[config.mk]
export PLATFORM = sky130hd
export DESIGN_NAME = perf_monitor_flat
export DESIGN_NICKNAME = d
export VERILOG_FILES = /design/src/rtl/perf_monitor_if.sv /design/src/rtl/perf_monitor.sv /design/src/flat_wrapper.sv
export SDC_FILE = /design/constraint.sdc
export NUM_CORES = 1
export LEC_CHECK = 0
export ABC_AREA = 1
export BUFFER_PORTS_ARGS = -buffer_cell sky130_fd_sc_hd__buf_4
export CAP_MARGIN = 10
export CORE_MARGIN = 1.5
export CORE_UTILIZATION = 30
export CTS_BUF_LIST = sky130_fd_sc_hd__clkbuf_8 sky130_fd_sc_hd__clkbuf_16
export DETAILED_ROUTE_END_ITERATION = 6
export PLACE_DENSITY = 0.49
export SLEW_MARGIN = 20
export SYNTH_ARGS = -nofsm -noshare
export SYNTH_HDL_FRONTEND = slang
export SYNTH_SLANG_ARGS = --single-unit
export TNS_END_PERCENT = 1
[constraint.sdc]
create_clock -name clk -period 3.82 [get_ports clk]
set_input_delay 0.382 -clock clk [delete_from_list [all_inputs] [get_ports clk]]
set_output_delay 0.382 -clock clk [all_outputs]
set_load 0.05 [all_outputs]
[src/rtl/perf_monitor_if.sv]
// Bundle of the monitored channel bus, run control and readout port of perf_monitor.
// The master modport is the driving side (system/bench), slave is the monitor itself.
interface perf_monitor_if #(
  parameter int unsigned NUM_CH   = 2,
  parameter int unsigned CMD_W    = 3,
  parameter int unsigned CNT_W    = 32,
  parameter int unsigned CH_SEL_W = 4
) ();

  logic [NUM_CH*CMD_W-1:0] ch_cmd;
  logic [NUM_CH-1:0]       ch_done;
  logic                    stop;
  logic                    clear;
  logic                    rd_en;
  logic [CH_SEL_W-1:0]     rd_ch;
  logic [1:0]              rd_field;
  logic                    rd_valid;
  logic [CNT_W-1:0]        rd_data;
  logic                    running;

  modport master (
    output ch_cmd, ch_done, stop, clear, rd_en, rd_ch, rd_field,
    input  rd_valid, rd_data, running
  );

  modport slave (
    input  ch_cmd, ch_done, stop, clear, rd_en, rd_ch, rd_field,
    output rd_valid, rd_data, running
  );

endinterface

[src/rtl/perf_monitor.sv]
// Cycle and per-channel transaction statistics (count, latency sum, max latency) with
// run/stop control and a registered one-cycle-latency readout port. All counters saturate.
module perf_monitor #(
  parameter int unsigned NUM_CH   = 2,
  parameter int unsigned CMD_W    = 3,
  parameter int unsigned CNT_W    = 32,
  parameter int unsigned CH_SEL_W = 4
) (
  input logic           clk,
  input logic           reset,
  perf_monitor_if.slave bus
);

  localparam logic [CNT_W-1:0] CntMax = '1;

  typedef enum logic [0:0] {StRun, StStop} state_e;

  state_e state_q, state_d;
  logic   counting;

  logic [CNT_W-1:0] cycle_cnt_q, cycle_cnt_d;

  logic             inflight_q [NUM_CH];
  logic             inflight_d [NUM_CH];
  logic [CNT_W-1:0] timer_q    [NUM_CH];
  logic [CNT_W-1:0] timer_d    [NUM_CH];
  logic [CNT_W-1:0] txn_cnt_q  [NUM_CH];
  logic [CNT_W-1:0] txn_cnt_d  [NUM_CH];
  logic [CNT_W-1:0] lat_sum_q  [NUM_CH];
  logic [CNT_W-1:0] lat_sum_d  [NUM_CH];
  logic [CNT_W-1:0] lat_max_q  [NUM_CH];
  logic [CNT_W-1:0] lat_max_d  [NUM_CH];
  logic [CNT_W-1:0] latency    [NUM_CH];
  logic [CNT_W:0]   sum_ext    [NUM_CH];

  logic             rd_valid_q, rd_valid_d;
  logic [CNT_W-1:0] rd_data_q, rd_data_d;
  logic [CNT_W-1:0] rd_value;

  function automatic logic [CNT_W-1:0] sat_inc(input logic [CNT_W-1:0] x);
    return (x == CntMax) ? x : x + 1'b1;
  endfunction

  // ---------------------------------------------------------------------------------------------
  // Run/stop FSM
  // ---------------------------------------------------------------------------------------------
  always_ff @(posedge clk) begin
    if (reset) begin
      state_q <= StRun;
    end else begin
      state_q <= state_d;
    end
  end

  always_comb begin
    state_d = state_q;
    unique case (state_q)
      StRun:   if (!bus.clear && bus.stop) state_d = StStop;
      StStop:  if (bus.clear) state_d = StRun;
      default: state_d = StRun;
    endcase
  end

  always_comb begin
    bus.running = (state_q == StRun);
    counting    = (state_q == StRun);
  end

  // ---------------------------------------------------------------------------------------------
  // Counters
  // ---------------------------------------------------------------------------------------------
  always_comb begin
    cycle_cnt_d = cycle_cnt_q;
    if (bus.clear) begin
      cycle_cnt_d = '0;
    end else if (counting) begin
      cycle_cnt_d = sat_inc(cycle_cnt_q);
    end
  end

  always_comb begin
    for (int i = 0; i < NUM_CH; i++) begin
      inflight_d[i] = inflight_q[i];
      timer_d[i]    = timer_q[i];
      txn_cnt_d[i]  = txn_cnt_q[i];
      lat_sum_d[i]  = lat_sum_q[i];
      lat_max_d[i]  = lat_max_q[i];
      latency[i]    = sat_inc(timer_q[i]);
      sum_ext[i]    = {1'b0, lat_sum_q[i]} + {1'b0, latency[i]};

      if (bus.clear) begin
        // A clear abandons any open transaction along with the statistics.
        inflight_d[i] = 1'b0;
        timer_d[i]    = '0;
        txn_cnt_d[i]  = '0;
        lat_sum_d[i]  = '0;
        lat_max_d[i]  = '0;
      end else if (counting) begin
        if (!inflight_q[i]) begin
          if (bus.ch_cmd[i*CMD_W +: CMD_W] != '0) begin
            inflight_d[i] = 1'b1;
            timer_d[i]    = '0;
            txn_cnt_d[i]  = sat_inc(txn_cnt_q[i]);
          end
        end else if (bus.ch_done[i]) begin
          inflight_d[i] = 1'b0;
          lat_sum_d[i]  = sum_ext[i][CNT_W] ? CntMax : sum_ext[i][CNT_W-1:0];
          if (latency[i] > lat_max_q[i]) begin
            lat_max_d[i] = latency[i];
          end
        end else begin
          timer_d[i] = sat_inc(timer_q[i]);
        end
      end
    end
  end

  always_ff @(posedge clk) begin
    if (reset) begin
      cycle_cnt_q <= '0;
      for (int i = 0; i < NUM_CH; i++) begin
        inflight_q[i] <= 1'b0;
        timer_q[i]    <= '0;
        txn_cnt_q[i]  <= '0;
        lat_sum_q[i]  <= '0;
        lat_max_q[i]  <= '0;
      end
    end else begin
      cycle_cnt_q <= cycle_cnt_d;
      for (int i = 0; i < NUM_CH; i++) begin
        inflight_q[i] <= inflight_d[i];
        timer_q[i]    <= timer_d[i];
        txn_cnt_q[i]  <= txn_cnt_d[i];
        lat_sum_q[i]  <= lat_sum_d[i];
        lat_max_q[i]  <= lat_max_d[i];
      end
    end
  end

  // ---------------------------------------------------------------------------------------------
  // Readout: samples pre-update contents, answers one cycle later
  // ---------------------------------------------------------------------------------------------
  always_comb begin
    rd_value = '0;
    if (bus.rd_field == 2'd3) begin
      rd_value = cycle_cnt_q;
    end else begin
      // Out-of-range channel indices match no entry and read as zero.
      for (int i = 0; i < NUM_CH; i++) begin
        if (bus.rd_ch == CH_SEL_W'(i)) begin
          case (bus.rd_field)
            2'd0:    rd_value = txn_cnt_q[i];
            2'd1:    rd_value = lat_sum_q[i];
            2'd2:    rd_value = lat_max_q[i];
            default: rd_value = '0;
          endcase
        end
      end
    end
  end

  always_comb begin
    rd_valid_d = bus.rd_en;
    rd_data_d  = bus.rd_en ? rd_value : rd_data_q;
  end

  always_ff @(posedge clk) begin
    if (reset) begin
      rd_valid_q <= 1'b0;
      rd_data_q  <= '0;
    end else begin
      rd_valid_q <= rd_valid_d;
      rd_data_q  <= rd_data_d;
    end
  end

  assign bus.rd_valid = rd_valid_q;
  assign bus.rd_data  = rd_data_q;

endmodule

[src/flat_wrapper.sv]
// flat-port wrapper written by rule: the top's interface ports become plain ports
module perf_monitor_flat 
#(
  parameter int unsigned NUM_CH   = 2,
  parameter int unsigned CMD_W    = 3,
  parameter int unsigned CNT_W    = 32,
  parameter int unsigned CH_SEL_W = 4
)
  (clk, reset, bus_ch_cmd, bus_ch_done, bus_stop, bus_clear, bus_rd_en, bus_rd_ch, bus_rd_field, bus_rd_valid, bus_rd_data, bus_running);
  perf_monitor_if #(.NUM_CH(NUM_CH), .CMD_W(CMD_W), .CNT_W(CNT_W), .CH_SEL_W(CH_SEL_W)) bus_i ();
  input logic clk;
  input logic reset;
  input wire logic [$bits(bus_i.ch_cmd)-1:0] bus_ch_cmd;
  input wire logic [$bits(bus_i.ch_done)-1:0] bus_ch_done;
  input wire logic [$bits(bus_i.stop)-1:0] bus_stop;
  input wire logic [$bits(bus_i.clear)-1:0] bus_clear;
  input wire logic [$bits(bus_i.rd_en)-1:0] bus_rd_en;
  input wire logic [$bits(bus_i.rd_ch)-1:0] bus_rd_ch;
  input wire logic [$bits(bus_i.rd_field)-1:0] bus_rd_field;
  output wire logic [$bits(bus_i.rd_valid)-1:0] bus_rd_valid;
  output wire logic [$bits(bus_i.rd_data)-1:0] bus_rd_data;
  output wire logic [$bits(bus_i.running)-1:0] bus_running;
  assign bus_i.ch_cmd = bus_ch_cmd;
  assign bus_i.ch_done = bus_ch_done;
  assign bus_i.stop = bus_stop;
  assign bus_i.clear = bus_clear;
  assign bus_i.rd_en = bus_rd_en;
  assign bus_i.rd_ch = bus_rd_ch;
  assign bus_i.rd_field = bus_rd_field;
  assign bus_rd_valid = bus_i.rd_valid;
  assign bus_rd_data = bus_i.rd_data;
  assign bus_running = bus_i.running;
  perf_monitor #(.NUM_CH(NUM_CH), .CMD_W(CMD_W), .CNT_W(CNT_W), .CH_SEL_W(CH_SEL_W)) u_core (.clk(clk), .reset(reset), .bus(bus_i));
endmodule
==> summary.md, run 1 <==
| Metric | Value |
|---|---|
| Outcome | completed |
| Worst reg2reg startpoint | u_core.timer_q[0][0]$_SDFFE_PP0P_ |
| Layout Skew | 0.0451 ns |
| Synth Warn # | 0 |
| CTS tree | yes |
| CP Class | reg2reg |
| Number of remaining DRC errors | 0 |
| Cell with the most instances after synthesis | nand2_1 |
| Final min period | 3.61 ns |
| Largest net degree at the start of global routing | 126 |
| Vias in the first global route | 23200 |
| Synth cell types | 54 |
| Number of synthesized flops with an enable pin | 0 |
| Port bufs | 52 |
| Core area | 0.0793 sq mm |
| Io pins | 53 |
| Syn_area_per_cell | 6.13 sq um |
| Worst Hold Class | in2reg |
| Hold path endpoint | u_core.bus.rd_valid$_SDFF_PP0_ |
| Most used DFF post-synth | dfxtp_1 |
| Maximum VDD drop | 0.000229 V |
| Vias after detailed routing | 24700 |
| Unrepaired setup endpoints after global routing | true |
| Area grow syn2layout | 13.9% |
| Yosys reg bits | 324 |
| Critical Path Fanout Max | 17 |
| Sequential element share of the synthesized area | 26.9% |
| Insertion delay to the later sink of the worst-skew pair | 0.60 ns |
| WP data arrival | 4.12 ns |
| H-tree depth | 2 |
| Required @ worst endpoint | 4.33 ns |
| FFs w/ async S/R, synth | 0% |
| Post-synth top area share | 26.9% |
| Met1 Wirelength | 42100 um |
| Dominant cells by area after synthesis | dfxtp_1, nand2_1, inv_1, nor2_1, ha_1 |
| Fillers | 8845 |
| List of most frequent post-synthesis cells | nand2_1, inv_1, nor2_1 |
| DRT Pass-1 Iters | 6 |
| Vias per Instance | 4.87 |
| Nets | 4142 |
| Sequential cell area | 0.00649 sq mm |
| Setup-failing EPs final | 0 |
| Slew headroom | 34.3% |
| RePlAce Congestion | 0.950 |
| Top Layer Used | met4 |
| Min Hold Slack | 0.227 ns |
| Mapped cell area | 0.0241 sq mm |
| Static Leak | 0.0120 uW |
| Count of final max-slew check failures | 0 |
| Power density cells | 316 mW/mm^2 |
| Area of the multi-input gates | 0.0151 sq mm |
| R2R setup slack | 0.21 ns |
| Drt wl/cell | 17.8 um |
| Layout cells sized above 1 | 7.94% |
| Die width | 286 um |
| Gr ovfl total | 0 |
| Gate Count Post-Synth | 3930 |
| Dpl hpwl | 69900 um |
| End-of-flow core utilization | 34.6% |
| Met3 wire length | 3950 um |
| Setup crit start | u_core.timer_q[0][0]$_SDFFE_PP0P_ |
| FF-to-FF path depth | 18 |
| Max Clock Freq | 277 MHz |
| Post-route setup TNS | 0 ns |
| Root buffer cell | clkbuf_16 |
| Max Cap Viol | 0 |
| Critical R2R Capture | u_core.lat_sum_q[0][8]$_SDFFE_PP0P_ |
| Global-route wire length before repair | 138000 um |
| Leading area contributor after synthesis | dfxtp_1 |
| Crit start category | flop |
| Total routed wirelength | 90000 um |
| Post-route clock period utilization | 94.5% |
| Starting density of the core | 30.4% |
| Net Count, Synth | 4084 |
| Slew @ Worst Pin | 0.985 ns |
| Die Area | 0.0820 sq mm |
| Initial antenna violation count | 0 |
| Worst Setup End Kind | flop |
| Final hold violation count | 0 |
| Num CTS Buffers | 44 |
| Metal2 WL | 41300 um |
| CTS Sinks | 324 |
| Longest Clk Path Bufs | 3 |
| 1st-iter DRT viols | 1815 |
| Min-delay src | reset |
| Die span in y | 286 um |
| Worst hold path stage count | 2 |
| Final ANT Viol Nets | 0 |
| ANT cells | 0 |
| Cell row count | 103 |
| Clock transition at path regs | 0.06 ns |
| Total global-route track usage | 21.7% |
## layout by cell type (no fill, tap or decap), drive strengths merged
master       synthesis  layout
a211oi               2       2
a21boi               2       2
a21o                 4       4
a21oi              320     320
a22o                24      24
a31oi                3       3
a41o                 2       2
and2                 4       4
and3                 1       1
buf                 65     150
bufinv               0       4
clkbuf              74      52
clkinv               0      10
clkinvlp             0       4
dfxtp              324     324
dlygate4sd3          0       1
fa                   2       2
ha                 133     133
inv                492     499
nand2             1319    1319
nand3              126     126
nand3b              41      41
nand4               41      41
nor2               471     471
nor3                81      81
nor3b               10      10
nor4                 4       4
o211ai              28      28
o21a                 7       7
o21ai              166     166
o21bai               5       5
o221ai              34      34
o22ai                2       2
or2                  3       3
or3                  1       1
xnor2               49      49
xor2                90      90
## worst max path at each step
stage	slack, ns	end
CTS	0.1	u_core.lat_sum_q[0][8]$_SDFFE_PP0P_
floorplan	0.74	u_core.lat_sum_q[0][59]$_SDFFE_PP0P_
detailed placement	0.15	u_core.lat_sum_q[0][30]$_SDFFE_PP0P_
finish	0.21	u_core.lat_sum_q[0][8]$_SDFFE_PP0P_
global route	-0.03	u_core.lat_max_q[0][47]$_SDFFE_PP0P_
global placement	0.22	u_core.lat_sum_q[0][39]$_SDFFE_PP0P_
## per-layer routing
metal  global-route usage, %  vias to the layer above
met1                    29.4                    11400
met5                       0                        -
met4                    6.38                        0
met2                    36.1                      517
met3                    2.31                      128
li1                        -                    12700
## where the power goes
group / switching [uW] / total, uW / internal (uW)
clock: 1750 / 4310 / 2560
combinational: 653 / 882 / 229
sequential: 43.9 / 3480 / 3430
total: 2450 / 8670 / 6220
## flip-flops by register name, indices dropped and copies added, names as in the netlist, 2 cells and up
name	flops
u_core.txn_cnt_q	64
u_core.inflight_q	2
u_core.bus.rd_data	32
u_core.timer_q	64
u_core.lat_sum_q	64
u_core.lat_max_q	64
u_core.cycle_cnt_q	32
## worst max-delay path, stage by stage (launching register included)
cell and delay, ns:
dfxtp_1 0.35, buf_4 0.15, inv_1 0.09, nor2_1 0.23
nand2_1 0.22, nor2_1 0.27, nand2_1 0.10, xor2_1 0.15
nand2_1 0.22, ha_1 0.42, inv_1 0.08, nor3_1 0.37
o21ai_0 0.17, nand4_1 0.16, inv_1 0.05, nand2_1 0.10
buf_6 0.21, o21ai_0 0.10, inv_1 0.06
## metrics by stage
stage	area [sq um]	total power (uW)	instances	setup slack [ns]
6_report	27400	8670	5069	0.209
3_3_place_gp	25900	4430	4987	0.220
4_1_cts	27400	8760	5065	0.0954
5_1_grt	27400	8980	5069	-0.0307
3_5_place_dp	25900	4430	4987	0.148
2_1_floorplan	24100	4150	3930	0.737
## layout make-up
| type | instances | area share (%) |
|---|---|---|
| tap | 1050 | 4.79 |
| clock inverter | 25 | 0.867 |
| timing repair buffer | 151 | 4.44 |
| clock buffer | 52 | 4.50 |
| sequential | 324 | 23.6 |
| multi-input combinational | 2975 | 55.0 |
| inverter | 492 | 6.76 |
## cells by family after synthesis
family | count (synthesis) | share of synthesized area (%)
flip-flops | 324 | 26.9
adder cells (fa/ha/maj) | 135 | 7.08
XOR/XNOR | 139 | 5.09
AND/OR/NAND/NOR | 2102 | 36.1
AO/OA/AOI/OAI | 599 | 14.1
buffers and inverters | 631 | 10.7
## timing repair
| action | in CTS | in global routing |
|---|---|---|
| resized for setup | 0 | 10 |
| setup buffers | 0 | 4 |
| setup endpoints to repair | 0 | 75 |
| endpoints found under the hold margin | 1 | 0 |
| hold buffers | 1 | 0 |
(Power assumes the default switching activity.)
==> run 2: changes to the inputs <==
--- a/config.mk
+++ b/config.mk
@@ -13,6 +13,7 @@
 export CTS_BUF_LIST = sky130_fd_sc_hd__clkbuf_8 sky130_fd_sc_hd__clkbuf_16
 export DETAILED_ROUTE_END_ITERATION = 6
 export PLACE_DENSITY = 0.49
+export RECOVER_POWER = 100
 export SLEW_MARGIN = 20
 export SYNTH_ARGS = -nofsm -noshare
 export SYNTH_HDL_FRONTEND = slang
==> run 2 against run 1 <==
- critical endpoint unchanged
- first-iteration DRC count is 1.4% higher
- final area down 0.79%
- the flow now finishes with violations (capacitance limit, slew limit)
- combinational power shrank 2.5%
- wire length is essentially flat
- clock-buffer cell count stayed put
- critical path depth is the same
- register-to-register slack about the same
- highest routed layer unchanged
- largest power group unchanged
==> summary.md, run 2 (synthesized netlist as in run 1, its figures left out) <==
| Metric | Value |
|---|---|
| Unrepaired setup endpoints after global routing | true |
| Required @ worst endpoint | 4.33 ns |
| Largest net degree at the start of global routing | 126 |
| Maximum VDD drop | 0.000230 V |
| Post-Layout Cell Count | 5069 |
| Commonest non-fill, non-tap cell in the layout | nand2_1 |
| Setup-failing EPs final | 0 |
| Critical Path Fanout Max | 17 |
| Worst Setup End Kind | flop |
| Final ANT Viol Nets | 0 |
| Final Cell Area | 0.0272 sq mm |
| Placed cell area | 0.0259 sq mm |
| Power density cells | 317 mW/mm^2 |
| Slowest cell on crit path | ha_1 |
| Vias per Instance | 4.87 |
| Clock transition at path regs | 0.06 ns |
| Die width | 286 um |
| Port bufs | 52 |
| RePlAce Congestion | 0.950 |
| Post-route clock period utilization | 94.6% |
| Max Clock Freq | 277 MHz |
| Total routed wirelength | 90100 um |
| Count of final max-slew check failures | 222 |
| Cell row count | 103 |
| Static Leak | 0.0118 uW |
| Core area | 0.0793 sq mm |
| Worst Hold Class | in2reg |
| Final min period | 3.61 ns |
| Final hold violation count | 0 |
| Slew headroom | -73.3% |
| Dpl hpwl | 69900 um |
| Longest Clk Path Bufs | 3 |
| Total global-route track usage | 21.7% |
| Failing checks | capacitance limit, slew limit |
| Commonest cells after routing, fill and taps aside | nand2_1, inv_1, nor2_1 |
| Nets | 4142 |
| Crit start category | flop |
| Initial antenna violation count | 1 |
| Insertion delay to the later sink of the worst-skew pair | 0.60 ns |
| Layout Skew | 0.0457 ns |
| Layout cells sized above 1 | 6.57% |
| Critical Path, Cell by Cell | buf_4 > inv_1 > nor2_1 > nand2_1 > nor2_1 > nand2_1 > xor2_1 > nand2_1 > ha_1 > inv_1 > nor3_1 > o21ai_0 > nand4_1 > inv_1 > nand2_1 > buf_6 > o21ai_0 > inv_1 |
| Num CTS Buffers | 44 |
| CTS tree | yes |
| Root buffer cell | clkbuf_16 |
| Max Cap Viol | 4 |
| Drt wl/cell | 17.8 um |
| CTS Sinks | 324 |
| Vias in the first global route | 23200 |
| Pwr Total | 8640 uW |
| Io pins | 53 |
| Slew @ Worst Pin | 2.60 ns |
| ANT cells | 0 |
| R2R setup slack | 0.21 ns |
| 1st-iter DRT viols | 1841 |
| WP data arrival | 4.13 ns |
| Post-route setup TNS | 0 ns |
| Area grow syn2layout | 13.0% |
| Die span in y | 286 um |
| Number of remaining DRC errors | 0 |
| Max incr delay on CP | 0.41 ns |
| Gr ovfl total | 0 |
| Vias after detailed routing | 24700 |
| Die Area | 0.0820 sq mm |
| DRT Pass-1 Iters | 5 |
| CP Class | reg2reg |
| Placed cell count | 4987 |
| Global-route wire length before repair | 138000 um |
| H-tree depth | 2 |
| Outcome | complete, but fails checks |
| Min Hold Slack | 0.228 ns |
| Starting density of the core | 30.4% |
==> run 2: per-layer routing <==
layer  routed length, um  global-route usage, %  vias to the layer above
met5                   0                      0                        -
met2               41500                   36.1                      562
met4                2650                   6.38                        0
met3                4210                   2.31                      125
met1               41700                   29.4                    11300
li1                    -                      -                    12700
==> run 2: critical path: cells and delay by family (launching register included) <==
kind | cells | cell delay, ns
buffers and inverters | 6 | 0.65
XOR/XNOR | 1 | 0.15
AND/OR/NAND/NOR | 8 | 1.67
AO/OA/AOI/OAI | 2 | 0.27
adder cells (fa/ha/maj) | 1 | 0.41
flip-flops | 1 | 0.35
==> run 2: area by class of cell <==
cell class,count,area [sq um]
inverter,492,1850
multi-input combinational,2975,15000
sequential,324,6490
fill,8902,52000
clock buffer,52,1230
timing repair buffer,151,1060
clock inverter,25,238
tap,1050,1310
==> run 2: final timing paths <==
kind / startpoint / to / cells after the start
min: reset / u_core.bus.rd_valid$_SDFF_PP0_ / 2
max reg2reg: u_core.timer_q[0][0]$_SDFFE_PP0P_ / u_core.lat_sum_q[0][8]$_SDFFE_PP0P_ / 18
max: u_core.timer_q[0][0]$_SDFFE_PP0P_ / u_core.lat_sum_q[0][8]$_SDFFE_PP0P_ / 18
min reg2reg: u_core.cycle_cnt_q[31]$_SDFFE_PP0P_ / u_core.cycle_cnt_q[31]$_SDFFE_PP0P_ / 2
==> run 2: metrics by stage <==
step	util, %	worst slack, ns
after CTS	34.5	0.0954
after floorplan	-	0.737
after global routing	34.3	-0.0307
after global placement	32.7	0.220
after detailed placement	32.7	0.148
final	34.3	0.207
==> run 2: report_power, final <==
| part | leakage, uW | switching [uW] | internal (uW) |
|---|---|---|---|
| sequential | 0.00262 | 43.4 | 3430 |
| combinational | 0.00844 | 650 | 211 |
| clock | 0.000746 | 1750 | 2560 |
| total | 0.0118 | 2440 | 6200 |
==> run 2: repair_timing <==
item	in CTS	in global routing
buffers inserted	0	4
endpoints found under the setup margin	0	75
gates resized for setup	0	10
hold buffers	1	0
endpoints found under the hold margin	1	0
==> run 3: changes to the inputs <==
--- a/config.mk
+++ b/config.mk
@@ -8,11 +8,13 @@
 export ABC_AREA = 1
 export BUFFER_PORTS_ARGS = -buffer_cell sky130_fd_sc_hd__buf_4
 export CAP_MARGIN = 10
+export CELL_PAD_IN_SITES_DETAIL_PLACEMENT = 1
+export CELL_PAD_IN_SITES_GLOBAL_PLACEMENT = 2
 export CORE_MARGIN = 1.5
 export CORE_UTILIZATION = 30
 export CTS_BUF_LIST = sky130_fd_sc_hd__clkbuf_8 sky130_fd_sc_hd__clkbuf_16
 export DETAILED_ROUTE_END_ITERATION = 6
-export PLACE_DENSITY = 0.49
+export PLACE_DENSITY = 0.76
 export RECOVER_POWER = 100
 export SLEW_MARGIN = 20
 export SYNTH_ARGS = -nofsm -noshare
==> run 3 against run 2 <==
- the run still ends with capacitance limit, slew limit left
- hold slack got worse by 0.033 ns
- clock skew decreased by 0.0053 ns
- non-clock buffer count shrank 12
- clock-buffer cell count rose by 4
- core utilization about the same
- sequential power about the same
- power is essentially flat
==> summary.md, run 3 (synthesized netlist as in run 1, its figures left out) <==
| Metric | Value |
|---|---|
| Outcome | complete, but fails checks |
| Failing checks | capacitance limit, slew limit |
| Share of power burned in registers | 40.2% |
| Critical Path, Cell by Cell | buf_4 > inv_1 > nor2_2 > inv_1 > nor2_2 > xnor2_1 > nand2_1 > ha_1 > nand2_1 > inv_1 > a21oi_1 > o21ai_1 > nand2_1 > nand3_1 > nand2_1 > nand2_1 > buf_12 > o21ai_0 > inv_1 |
| Nets | 4133 |
| Min Hold Slack | 0.195 ns |
| Sequential cell area | 0.00649 sq mm |
| PnR worst setup slack | 0.249 ns |
| Commonest non-fill, non-tap cell in the layout | nand2_1 |
| Largest net degree at the start of global routing | 126 |
| Maximum VDD drop | 0.000325 V |
| Io pins | 53 |
| Critical path's most frequent cell | nand2_1 |
| CTS Sinks | 324 |
| Met1 Wirelength | 47200 um |
| Power density cells | 318 mW/mm^2 |
| Die Area | 0.0820 sq mm |
| Layout cells sized above 1 | 6.85% |
| H-tree depth | 2 |
| Cell row count | 103 |
| Area of the multi-input gates | 0.0151 sq mm |
| Clock transition at path regs | 0.06 ns |
| Slew @ Worst Pin | 2.65 ns |
| Total global-route track usage | 24.0% |
| Core area | 0.0793 sq mm |
| 1st-iter DRT viols | 1444 |
| Max incr delay on CP | 0.45 ns |
| CP Class | reg2reg |
| Root buffer cell | clkbuf_16 |
| Required @ worst endpoint | 4.28 ns |
| Final min period | 3.57 ns |
| Dpl hpwl | 78200 um |
| Vias in the first global route | 25200 |
| Max Clock Freq | 280 MHz |
| Die span in y | 286 um |
| Slowest cell on crit path | ha_1 |
| Metal2 WL | 45900 um |
| Count of final max-slew check failures | 164 |
| Post-route setup TNS | 0 ns |
| Worst Hold Class | in2reg |
| Critical Path Fanout Max | 20 |
| CTS tree | yes |
| Number of remaining DRC errors | 0 |
| Gr ovfl total | 0 |
| Setup-failing EPs final | 0 |
| Fillers | 10500 |
| Psw | 2520 uW |
| Starting density of the core | 30.4% |
| Commonest cells after routing, fill and taps aside | nand2_1, inv_1, nor2_1 |
| End-of-flow core utilization | 34.3% |
| Num CTS Buffers | 46 |
| Crit start category | flop |
| Port bufs | 52 |
| Initial antenna violation count | 0 |
| Vias after detailed routing | 25300 |
| Longest Clk Path Bufs | 3 |
| Post-route clock period utilization | 93.5% |
| RePlAce Congestion | 0.906 |
| Logic pwr share | 10.2% |
| Vias per Instance | 4.99 |
| Worst reg2reg startpoint | u_core.timer_q[0][0]$_SDFFE_PP0P_ |
| Total routed wirelength | 99300 um |
| Setup WS pre-CTS | 0.0564 ns |
| Met3 wire length | 3210 um |
| Die width | 286 um |
| Cell-internal power | 6120 uW |
| Setup crit start | u_core.timer_q[0][0]$_SDFFE_PP0P_ |
| Static Leak | 0.0118 uW |
| Clock Power Share | 49.6% |
| Top Layer Used | met4 |
| Layout Skew | 0.0404 ns |
| Max Cap Viol | 4 |
| Area grow syn2layout | 12.9% |
| Min-delay src | reset |
| Final ANT Viol Nets | 0 |
| Insertion delay to the later sink of the worst-skew pair | 0.60 ns |
| Unrepaired setup endpoints after global routing | true |
| Pwr Total | 8640 uW |
| Global-route wire length before repair | 153000 um |
| Switch share | 29.2% |
| DRT Pass-1 Iters | 5 |
| Slew headroom | -76.3% |
| ANT cells | 0 |
| Worst Setup End Kind | flop |
| Drt wl/cell | 19.6 um |
| WP data arrival | 4.03 ns |
| Final hold violation count | 0 |
run 3: changes by cell type in the layout (fill, tap and decap cells not counted), moves of 3 or more:
cell	before	now
buf_4	104	93
bufinv_16	4	1
clkbuf_2	0	3
clkbuf_8	6	9
clkinvlp_4	5	2
dfxtp_1	324	320
dfxtp_2	0	4
inv_1	486	490
nand2_1	1292	1287
nand2_2	26	31
nor2_1	455	449
nor2_2	11	16
run 3: path summary, 6_finish.rpt:
check,depth (start not counted),to,slack [ns]
min reg2reg,2,u_core.cycle_cnt_q[31]$_SDFFE_PP0P_,0.47
min,2,u_core.bus.rd_valid$_SDFF_PP0_,0.20
max reg2reg,19,u_core.lat_sum_q[0][8]$_SDFFE_PP0P_,0.25
max,19,u_core.lat_sum_q[0][8]$_SDFFE_PP0P_,0.25
run 3: routing by layer:
metal	vias up	GRT usage (%)
met5	-	0
met4	0	7.17
met3	128	2.20
met2	364	40.3
met1	12100	32.4
li1	12600	-
run 3: timing repair:
item                       CTS  global route
hold endpoints to repair     1             0
buffers inserted             0             6
gates resized for setup      0            28
hold buffers                 1             0
setup endpoints to repair    0            99
run 3: cell type report:
class,count,area share [%]
Multi-Input combinational cell,2976,55.5
Timing Repair Buffer,139,3.52
Clock inverter,28,0.649
Clock buffer,56,4.78
Sequential cell,324,23.9
Inverter,492,6.81
Tap cell,1050,4.83
run 3: power by group through the flow:
stage / clock network [uW] / registers, uW / logic (uW)
after floorplan: 0 / 3590 / 563
after global placement: 0 / 3550 / 881
after detailed placement: 0 / 3550 / 892
after CTS: 4400 / 3480 / 898
after global routing: 4510 / 3480 / 967
final: 4290 / 3470 / 881
run 3: critical path: cells and delay by family (launching register included):
family | cells | cell delay [ns]
xor+xnor | 1 | 0.15
simple gates | 8 | 1.27
compound gates | 3 | 0.55
flops | 1 | 0.34
fa+ha+maj | 1 | 0.45
buf+inv | 6 | 0.66
run 3: metrics by stage:
stage,std cells,instance area [sq um]
finish,5065,27200
global route,5065,27200
CTS,5058,27300
detailed placement,4973,25800
global placement,4973,25800
floorplan,3930,24100
